File: config.mk
export PLATFORM = sky130hd
export DESIGN_NAME = mem_stage_lsu_flat
export DESIGN_NICKNAME = d
export VERILOG_FILES = /design/src/rtl/lsu_pkg.sv /design/src/rtl/mem_stage_lsu_if.sv /design/src/rtl/lsu_align.sv /design/src/rtl/mem_stage_lsu.sv /design/src/flat_wrapper.sv
export SDC_FILE = /design/constraint.sdc
export NUM_CORES = 1
export LEC_CHECK = 0
export ABC_AREA = 1
export CAP_MARGIN = 10
export CORE_AREA = 2 2 97 136
export CTS_BUF_LIST = sky130_fd_sc_hd__clkbuf_2 sky130_fd_sc_hd__clkbuf_4 sky130_fd_sc_hd__clkbuf_8
export DETAILED_ROUTE_END_ITERATION = 7
export DIE_AREA = 0 0 99 138
export PLACE_DENSITY = 0.8
export SYNTH_ARGS = -nofsm -noshare
export SYNTH_HDL_FRONTEND = slang
export SYNTH_SLANG_ARGS = --single-unit
File: constraint.sdc
create_clock -name clk -period 2.2 [get_ports clk]
set_input_delay 0.22 -clock clk [delete_from_list [all_inputs] [get_ports clk]]
set_output_delay 0.22 -clock clk [all_outputs]
set_load 0.05 [all_outputs]
File: src/rtl/lsu_pkg.sv
// Shared encodings for the memory-stage load/store unit: the store/load
// opcodes coming from EX/MEM and the bus FSM state type.
package lsu_pkg;

    localparam logic [1:0] DM_NONE = 2'd0;
    localparam logic [1:0] DM_SB   = 2'd1;
    localparam logic [1:0] DM_SH   = 2'd2;
    localparam logic [1:0] DM_SW   = 2'd3;

    localparam logic [2:0] DM_LB   = 3'd1;
    localparam logic [2:0] DM_LH   = 3'd2;
    localparam logic [2:0] DM_LW   = 3'd3;
    localparam logic [2:0] DM_LBU  = 3'd4;
    localparam logic [2:0] DM_LHU  = 3'd5;

    typedef enum logic [1:0] {
        ST_IDLE = 2'd0,
        ST_BUSY = 2'd1,
        ST_DONE = 2'd2
    } lsu_state_e;

    // Codes 6 and 7 on r_dm are reserved and behave like "no load".
    function automatic logic is_load_op(input logic [2:0] r);
        return (r >= DM_LB) && (r <= DM_LHU);
    endfunction

endpackage

File: src/rtl/mem_stage_lsu_if.sv
// Single-port data memory bus between the LSU (master) and memory/cache (slave).
interface mem_stage_lsu_if;

    // Handshake: the master raises mem_req with mem_we/mem_addr/mem_wdata/mem_be
    // and holds all of them stable until it samples mem_ack=1 on a clock edge;
    // mem_rdata is only meaningful in that ack cycle, and mem_ack with no
    // outstanding request is ignored.
    logic        mem_req;
    logic        mem_we;
    logic [31:0] mem_addr;
    logic [31:0] mem_wdata;
    logic [3:0]  mem_be;
    logic        mem_ack;
    logic [31:0] mem_rdata;

    modport master (
        output mem_req, mem_we, mem_addr, mem_wdata, mem_be,
        input  mem_ack, mem_rdata
    );

    modport slave (
        input  mem_req, mem_we, mem_addr, mem_wdata, mem_be,
        output mem_ack, mem_rdata
    );

endinterface

File: src/rtl/lsu_align.sv
// Combinational lane logic: store replication/byte enables, misalign
// detection for the incoming op, and extraction/extension of load data.
module lsu_align
    import lsu_pkg::*;
(
    input  logic [1:0]  w_dm_i,
    input  logic [2:0]  r_dm_i,
    input  logic [1:0]  addr_lo_i,
    input  logic [31:0] data2_i,
    input  logic [2:0]  ld_op_i,
    input  logic [1:0]  ld_off_i,
    input  logic [31:0] rdata_i,
    output logic        access_o,
    output logic        is_store_o,
    output logic        misalign_o,
    output logic [31:0] wdata_o,
    output logic [3:0]  be_o,
    output logic [31:0] load_ext_o
);

    logic [7:0]  ld_byte;
    logic [15:0] ld_half;

    // A store on the same instruction overrides any load code.
    always_comb begin
        is_store_o = (w_dm_i != DM_NONE);
        access_o   = is_store_o || is_load_op(r_dm_i);
        misalign_o = 1'b0;
        wdata_o    = 32'h0;
        be_o       = 4'b1111;
        if (is_store_o) begin
            case (w_dm_i)
                DM_SB: begin
                    wdata_o = {4{data2_i[7:0]}};
                    be_o    = 4'b0001 << addr_lo_i;
                end
                DM_SH: begin
                    wdata_o    = {2{data2_i[15:0]}};
                    be_o       = addr_lo_i[1] ? 4'b1100 : 4'b0011;
                    misalign_o = addr_lo_i[0];
                end
                default: begin
                    wdata_o    = data2_i;
                    misalign_o = |addr_lo_i;
                end
            endcase
        end else begin
            case (r_dm_i)
                DM_LH, DM_LHU: misalign_o = addr_lo_i[0];
                DM_LW:         misalign_o = |addr_lo_i;
                default:       misalign_o = 1'b0;
            endcase
        end
    end

    always_comb begin
        ld_byte = rdata_i[{ld_off_i, 3'b000} +: 8];
        ld_half = ld_off_i[1] ? rdata_i[31:16] : rdata_i[15:0];
        case (ld_op_i)
            DM_LB:   load_ext_o = {{24{ld_byte[7]}}, ld_byte};
            DM_LH:   load_ext_o = {{16{ld_half[15]}}, ld_half};
            DM_LBU:  load_ext_o = {24'h0, ld_byte};
            DM_LHU:  load_ext_o = {16'h0, ld_half};
            default: load_ext_o = rdata_i;
        endcase
    end

endmodule

File: src/rtl/mem_stage_lsu.sv
// MEM-stage load/store unit: issues one bus transfer per access, stalls the
// upstream pipeline while it is outstanding, and returns formatted load data.
module mem_stage_lsu
    import lsu_pkg::*;
#(
    parameter int TIMEOUT = 16
) (
    input  logic               clk,
    input  logic               reset,
    input  logic               flush,
    input  logic [1:0]         w_dm,
    input  logic [2:0]         r_dm,
    input  logic [31:0]        addr,
    input  logic [31:0]        data2,
    mem_stage_lsu_if.master    bus,
    output logic               stall,
    output logic [31:0]        load_data,
    output logic               load_valid,
    output logic               misalign_err,
    output logic               bus_err,
    output lsu_state_e         dbg_state_o
);

    localparam int CNT_W = $clog2(TIMEOUT + 1);
    localparam logic [CNT_W-1:0] CNT_LAST = CNT_W'(TIMEOUT - 1);

    lsu_state_e       state_q, state_d;
    logic [CNT_W-1:0] cnt_q, cnt_d;
    logic             squash_q, squash_d;
    logic             is_load_q, is_load_d;
    logic [2:0]       ld_op_q, ld_op_d;
    logic [1:0]       ld_off_q, ld_off_d;
    logic             req_q, req_d;
    logic             we_q, we_d;
    logic [31:0]      addr_q, addr_d;
    logic [31:0]      wdata_q, wdata_d;
    logic [3:0]       be_q, be_d;
    logic [31:0]      load_data_q, load_data_d;
    logic             load_valid_q, load_valid_d;
    logic             bus_err_q, bus_err_d;

    logic             access;
    logic             is_store;
    logic             misalign;
    logic [31:0]      fmt_wdata;
    logic [3:0]       fmt_be;
    logic [31:0]      load_ext;

    lsu_align u_align (
        .w_dm_i     (w_dm),
        .r_dm_i     (r_dm),
        .addr_lo_i  (addr[1:0]),
        .data2_i    (data2),
        .ld_op_i    (ld_op_q),
        .ld_off_i   (ld_off_q),
        .rdata_i    (bus.mem_rdata),
        .access_o   (access),
        .is_store_o (is_store),
        .misalign_o (misalign),
        .wdata_o    (fmt_wdata),
        .be_o       (fmt_be),
        .load_ext_o (load_ext)
    );

    always_comb begin
        state_d      = state_q;
        cnt_d        = cnt_q;
        squash_d     = squash_q;
        is_load_d    = is_load_q;
        ld_op_d      = ld_op_q;
        ld_off_d     = ld_off_q;
        req_d        = req_q;
        we_d         = we_q;
        addr_d       = addr_q;
        wdata_d      = wdata_q;
        be_d         = be_q;
        load_data_d  = load_data_q;
        load_valid_d = 1'b0;
        bus_err_d    = 1'b0;
        stall        = 1'b0;
        misalign_err = 1'b0;

        case (state_q)
            ST_IDLE: begin
                if (access && misalign) begin
                    misalign_err = 1'b1;
                end else if (access && !flush) begin
                    stall     = 1'b1;
                    req_d     = 1'b1;
                    we_d      = is_store;
                    addr_d    = {addr[31:2], 2'b00};
                    wdata_d   = fmt_wdata;
                    be_d      = fmt_be;
                    is_load_d = !is_store;
                    ld_op_d   = r_dm;
                    ld_off_d  = addr[1:0];
                    cnt_d     = '0;
                    state_d   = ST_BUSY;
                end
            end
            ST_BUSY: begin
                stall = 1'b1;
                // A flush cannot abort an issued transfer; it only suppresses the result.
                if (flush) begin
                    squash_d = 1'b1;
                end
                if (bus.mem_ack) begin
                    req_d   = 1'b0;
                    state_d = ST_DONE;
                    if (is_load_q) begin
                        load_data_d  = load_ext;
                        load_valid_d = !(squash_q || flush);
                    end
                end else if (cnt_q == CNT_LAST) begin
                    req_d       = 1'b0;
                    bus_err_d   = 1'b1;
                    load_data_d = 32'h0;
                    state_d     = ST_DONE;
                end else begin
                    cnt_d = cnt_q + CNT_W'(1);
                end
            end
            ST_DONE: begin
                squash_d = 1'b0;
                state_d  = ST_IDLE;
            end
            default: begin
                state_d = ST_IDLE;
            end
        endcase
    end

    always_ff @(posedge clk) begin
        if (reset) begin
            state_q      <= ST_IDLE;
            cnt_q        <= '0;
            squash_q     <= 1'b0;
            is_load_q    <= 1'b0;
            ld_op_q      <= 3'd0;
            ld_off_q     <= 2'd0;
            req_q        <= 1'b0;
            we_q         <= 1'b0;
            addr_q       <= 32'h0;
            wdata_q      <= 32'h0;
            be_q         <= 4'h0;
            load_data_q  <= 32'h0;
            load_valid_q <= 1'b0;
            bus_err_q    <= 1'b0;
        end else begin
            state_q      <= state_d;
            cnt_q        <= cnt_d;
            squash_q     <= squash_d;
            is_load_q    <= is_load_d;
            ld_op_q      <= ld_op_d;
            ld_off_q     <= ld_off_d;
            req_q        <= req_d;
            we_q         <= we_d;
            addr_q       <= addr_d;
            wdata_q      <= wdata_d;
            be_q         <= be_d;
            load_data_q  <= load_data_d;
            load_valid_q <= load_valid_d;
            bus_err_q    <= bus_err_d;
        end
    end

    assign bus.mem_req   = req_q;
    assign bus.mem_we    = we_q;
    assign bus.mem_addr  = addr_q;
    assign bus.mem_wdata = wdata_q;
    assign bus.mem_be    = be_q;
    assign load_data     = load_data_q;
    assign load_valid    = load_valid_q;
    assign bus_err       = bus_err_q;
    assign dbg_state_o   = state_q;

endmodule

File: src/flat_wrapper.sv
// flat-port wrapper written by rule: the top's interface ports become plain ports
module mem_stage_lsu_flat import lsu_pkg::*;
#(
    parameter int TIMEOUT = 16
)
  (clk, reset, flush, w_dm, r_dm, addr, data2, stall, load_data, load_valid, misalign_err, bus_err, dbg_state_o, bus_mem_req, bus_mem_we, bus_mem_addr, bus_mem_wdata, bus_mem_be, bus_mem_ack, bus_mem_rdata);
  mem_stage_lsu_if bus_i ();
  input  logic clk;
  input  logic reset;
  input  logic flush;
  input  logic [1:0] w_dm;
  input  logic [2:0] r_dm;
  input  logic [31:0] addr;
  input  logic [31:0] data2;
  output logic stall;
  output logic [31:0] load_data;
  output logic load_valid;
  output logic misalign_err;
  output logic bus_err;
  output lsu_state_e dbg_state_o;
  output wire logic [$bits(bus_i.mem_req)-1:0] bus_mem_req;
  output wire logic [$bits(bus_i.mem_we)-1:0] bus_mem_we;
  output wire logic [$bits(bus_i.mem_addr)-1:0] bus_mem_addr;
  output wire logic [$bits(bus_i.mem_wdata)-1:0] bus_mem_wdata;
  output wire logic [$bits(bus_i.mem_be)-1:0] bus_mem_be;
  input wire logic [$bits(bus_i.mem_ack)-1:0] bus_mem_ack;
  input wire logic [$bits(bus_i.mem_rdata)-1:0] bus_mem_rdata;
  assign bus_mem_req = bus_i.mem_req;
  assign bus_mem_we = bus_i.mem_we;
  assign bus_mem_addr = bus_i.mem_addr;
  assign bus_mem_wdata = bus_i.mem_wdata;
  assign bus_mem_be = bus_i.mem_be;
  assign bus_i.mem_ack = bus_mem_ack;
  assign bus_i.mem_rdata = bus_mem_rdata;
  mem_stage_lsu #(.TIMEOUT(TIMEOUT)) u_core (.clk(clk), .reset(reset), .flush(flush), .w_dm(w_dm), .r_dm(r_dm), .addr(addr), .data2(data2), .bus(bus_i), .stall(stall), .load_data(load_data), .load_valid(load_valid), .misalign_err(misalign_err), .bus_err(bus_err), .dbg_state_o(dbg_state_o));
endmodule
# Word-level counts from Yosys, hierarchy flattened
# Cells that the tools add are included.
# totals
ff_bits,116
latchBits,0
ramBits,0
rom_bits,0
input_bits,105
out_inout_bits,108
word_cells,101
memories,0
# op_classes
n_addsub,1
multipliers,0
n_div,0
magnitude_cmp,2
n_eq_ne,19
shifts,2
mux,36
n_bitwise,4
n_reduce_logical,23
# op_table
cell,count
$mux 32,4
$pmux 32 s4,1
$pmux 32 s2,1
$shiftx 32x6->8,1
$mux 5,4
$mux 16,1
$mux 1,11
$pmux 1 s2,5
$pmux 5 s2,1
$eq 3x2->1 const B,3
$eq 3x3->1 const B,3
$reduce_and 3->1,3
$mux 2,4
$mux 4,2
$ne 2x2->1 const B,4
$pmux 4 s2,1
$reduce_bool 2->1,4
$add 5x1->5 const B,1
$eq 5x4->1 const B,1
$reduce_and 5->1,1
$eq 2x1->1 const B,2
$eq 2x2->1 const B,2
$ne 2x1->1 const B,2
$not 1->1,4
other kinds (15),21

# Logic depth before layout (Yosys ltp)
# depth
depth_word,7
ltp_mapped,14
mapped_depth_nobuf,12

# Cells and area by module
# From an unflattened synthesis, not the netlist that was laid out.
# unflattened
cells_unflattened,912
hier_area_um2,5864.4
# modules_own_cells
mod,instances,cells_each,area_each_um2,seq_area_each_um2
mem_stage_lsu,1,530,4140.2,2322.2
lsu_align,1,382,1724.2,0.0

# Worst setup path after synthesis
# No wires, ideal clock.
# synth_timing
kind,input to output
start,input w_dm[0]
end,output stall
arrival_time_ps,1542
t_required_ps,1980
slack_ps,438
path_stages,9
path_buffers,1
path_cell_list,inv_1 -> ha_1 -> inv_2 -> nand2_1 -> nand2_1 -> nand2_1 -> nand3_2 -> buf_2 -> nand2_1
# synth_via
elab_chain_len,6
elab_cells_between_ends,11
cone_classes,2 x eq/ne; 5 x mux; 4 x reduce/logical
# synth_rtl
item,line_no,text
"start, declared",flat_wrapper.sv:11,input logic [1:0] w_dm;
"$eq 2x2->1, or another cell as far along",lsu_align.sv:32,case (w_dm_i)
$pmux 1 s2 or $logic_or 1x1->1 (tied branches),"lsu_align.sv:32, lsu_align.sv:27",
$mux 1 or $logic_and 1x1->1 (tied branches),"lsu_align.sv:31, mem_stage_lsu.sv:87",
$logic_and 1x1->1 or $mux 1 (tied branches),"mem_stage_lsu.sv:85, mem_stage_lsu.sv:87",
$mux 1 *,mem_stage_lsu.sv:85,if (access && misalign) begin
$pmux 1 s2 *,mem_stage_lsu.sv:83,case (state_q)
"end, declared",flat_wrapper.sv:15,output logic stall;
# Every way passes the cells marked *; elsewhere a longest branch is shown, timed or not.

# Worst setup path in the final report
# Ends and elaborated chain as after synthesis.

==> flow_metrics.env <==
export IMPL_synth_edf_count=0
export IMPL_clockRootBuffer="clkbuf_8"
export IMPL_rows=49
export IMPL_critical_path_class="input pin to primary output"
export IMPL_ys_ff_latch=116
export IMPL_worst_slack_ns=0.0902
export IMPL_finalInstanceArea_mm2=0.00817
export IMPL_critPathLaunchType="input pin"
export IMPL_path_clk_slew_ns=0.07
export IMPL_layout_worst_path_cycle_share_pct=95.9
export IMPL_clk_insertion_delay_late_ns=0.42
export IMPL_postCtsHoldBufs=0
export IMPL_critPathLaunch="w_dm[0]"
export IMPL_ys_types=29
export IMPL_fmaxAchievable_ghz=0.474
export IMPL_slew_headroom_pct=62.5
export IMPL_crit_family="buffers and inverters"
export IMPL_fin_setup_tns_ns=0
export IMPL_grt_pass1_vias=5739
export IMPL_hold_slack_ns=0.166
export IMPL_layout_common_cells="nand2_1, clkdlybuf4s50_1, a21oi_1, dfxtp_1"
export IMPL_dr_pass1_iters=7
export IMPL_drtIter0Drc=250
export IMPL_cts_tree="done"
export IMPL_power_density_mw_per_mm2=703
export IMPL_portBuffers=210
export IMPL_setup_violations_final=0
export IMPL_post_dp_hpwl_um=12600
export IMPL_cpMaxStageDelayCell="clkdlybuf4s50_1"
export IMPL_ys_warn_count=0
export IMPL_grt_usage_pct=24.8
export IMPL_rr_startpoint="u_core.ld_off_q[1]"
export IMPL_wl_per_cell_um=14.8
export IMPL_slowest_delay_ns=0.49
export IMPL_r2r_end="u_core.load_data[9]"
export IMPL_crit_end="stall"
export IMPL_crit_required_ns=1.98
export IMPL_grt_overflow=0
export IMPL_post_place_ws_ns=-0.00664
export IMPL_cts_sinks=116
export IMPL_cp_end_kind="primary output"
export IMPL_vdd_ir_drop_max_uv=487
export IMPL_r2r_setup_slack_ns=0.19
export IMPL_tightest_slew_ns=0.562
export IMPL_holdCritPathClass="input pin to register"
export IMPL_syn_area_mm2=0.00546
export IMPL_antenna_found_initial=0
export IMPL_die_w_um=99
export IMPL_initial_core_util_pct=43.4
export IMPL_p_leak_nw=3.18
export IMPL_design_core_area_mm2=0.0126
export IMPL_crit_cells=10
export IMPL_layout_commonest_cell="nand2_1"
export IMPL_dieArea_mm2=0.0137
export IMPL_crit_path_cell_trace="clkdlybuf4s50_1 > inv_1 > ha_1 > a21oi_2 > nand2_1 > nand2_1 > nand3_4 > buf_12 > nand2_1 > buf_12"
export IMPL_fin_crit_ns=2.11
export IMPL_vias=5944
export IMPL_antennaDiodeCount=0
export IMPL_gp_congestion=0.862
export IMPL_rr_worst_depth=7
export IMPL_drive_above_1_share_pct=9.25
export IMPL_slew_viol_final=0
export IMPL_outcome="finished, final reports clean"
export IMPL_drc=0
export IMPL_drtAntennaViolNets=0
export IMPL_avgSynthCellArea_um2=6.77
export IMPL_fin_nets=1113
export IMPL_rsz0062_at_grt="no"
export IMPL_cp_common_cell="nand2_1"
export IMPL_grt_max_degree=46
export IMPL_dpl_cell_area_mm2=0.00772
export IMPL_skew_ns=0.0119
export IMPL_h_tree_depth=4
export IMPL_async_flop_share_pct=0
export IMPL_syn_inst=806
export IMPL_fill_cells=1120
export IMPL_die_height_um=138
export IMPL_viasPerCell=5.08
export IMPL_pin_count=213
export IMPL_dominantRegCellSynth="dfxtp_1"
export IMPL_area_growth_pct=49.7
export IMPL_power_mw=5.74
export IMPL_cp_arrival_ns=1.89
export IMPL_totalWireLength_um=17300
export IMPL_grt_pass1_wl_um=27400
export IMPL_yosysSeqAreaShare_pct=42.6
export IMPL_hold_violations=0
export IMPL_cts_buffers=17
export IMPL_crit_buf_inv=4
export IMPL_critPathMaxFanout=8
export IMPL_max_cap_viol_count=0
export IMPL_cts_buffer_depth=2
-- per-stage QoR --
step           utilization [%]  instances
2_1_floorplan                -        807
3_3_place_gp              61.5       1134
3_5_place_dp              61.5       1134
4_1_cts                   64.5       1166
5_1_grt                   65.0       1169
6_report                  65.0       1169
-- cell usage after synthesis, types with 5 or more instances --
master | n | share of area (%)
buf_2 | 18 | 1.7
ha_1 | 5 | 1.1
nor2_1 | 61 | 4.2
clkbuf_1 | 24 | 1.7
o21ai_0 | 61 | 5.6
o21bai_1 | 9 | 1.2
nand3_1 | 43 | 3.9
buf_4 | 9 | 1.2
dfxtp_1 | 116 | 43
a21oi_1 | 124 | 11
or2_2 | 24 | 2.8
inv_1 | 38 | 2.6
nand2_1 | 244 | 17
inv_2 | 8 | 0.55
-- state kept, by name (all words and copies together) (netlist names) --
signal,flops
u_core.bus.mem_addr,30
u_core.bus.mem_be,4
u_core.bus.mem_req,1
u_core.bus.mem_wdata,32
u_core.bus.mem_we,1
u_core.bus_err,1
u_core.cnt_q,5
u_core.dbg_state_o,2
u_core.is_load_q,1
u_core.ld_off_q,2
u_core.ld_op_q,3
u_core.load_data,32
u_core.load_valid,1
u_core.squash_q,1
-- area by class of cell --
type | count | area [um^2] | share of cell area (%)
flip-flops and latches | 116 | 2320 | 28.4
clock inverters | 15 | 154 | 1.88
repair buffers | 230 | 2340 | 28.7
inverters | 47 | 176 | 2.16
multi-input cells | 591 | 2750 | 33.6
well taps | 153 | 191 | 2.34
clock buffers | 17 | 234 | 2.86
-- kinds of logic (layout without fill, tap and decap cells) --
group,Yosys count,count (layout),share of synthesized area [%]
adders and majority gates,5,5,1.15
buffers and inverters,100,309,7.91
other,1,2,0.0687
and+or+nand+nor,383,383,29.1
AOI/OAI and AO/OA,201,201,19.2
DFF,116,116,42.6
-- metal layers --
| layer | wire (um) | up-vias | GRT usage, % |
|---|---|---|---|
| li1 | - | 3003 | - |
| met1 | 6410 | 2673 | 26.1 |
| met2 | 8700 | 214 | 43.1 |
| met3 | 1300 | 54 | 7.79 |
| met4 | 842 | 0 | 14.3 |
| met5 | 0 | - | 0 |
-- repair_timing --
item | 4_1_cts | 5_1_grt
endpoints found under the hold margin | 0 | 0
gates resized for setup | 0 | 4
buffers inserted | 0 | 3
setup endpoints to repair | 0 | 3
-- power by group --
group / internal, mW / leakage [nW] / total [mW] / switching (mW)
clock: 1.01 / 0.189 / 1.93 / 0.923
sequential: 2.20 / 0.942 / 2.26 / 0.0615
combinational: 0.597 / 2.05 / 1.54 / 0.946
-- how the worst min path moves through the flow --
stage / startpoint / endpoint / slack [ns] / cells after the start
after floorplan: bus_mem_ack / u_core.dbg_state_o[1] / 0.36 / 2
after global placement: u_core.cnt_q[4] / u_core.cnt_q[4] / 0.44 / 2
after detailed placement: u_core.cnt_q[4] / u_core.cnt_q[4] / 0.44 / 2
after CTS: reset / u_core.bus.mem_addr[14] / 0.14 / 2
after global routing: reset / u_core.bus.mem_addr[9] / 0.15 / 2
final: reset / u_core.bus.mem_addr[14] / 0.17 / 2
Note: power is estimated with default switching activity, not from simulation.
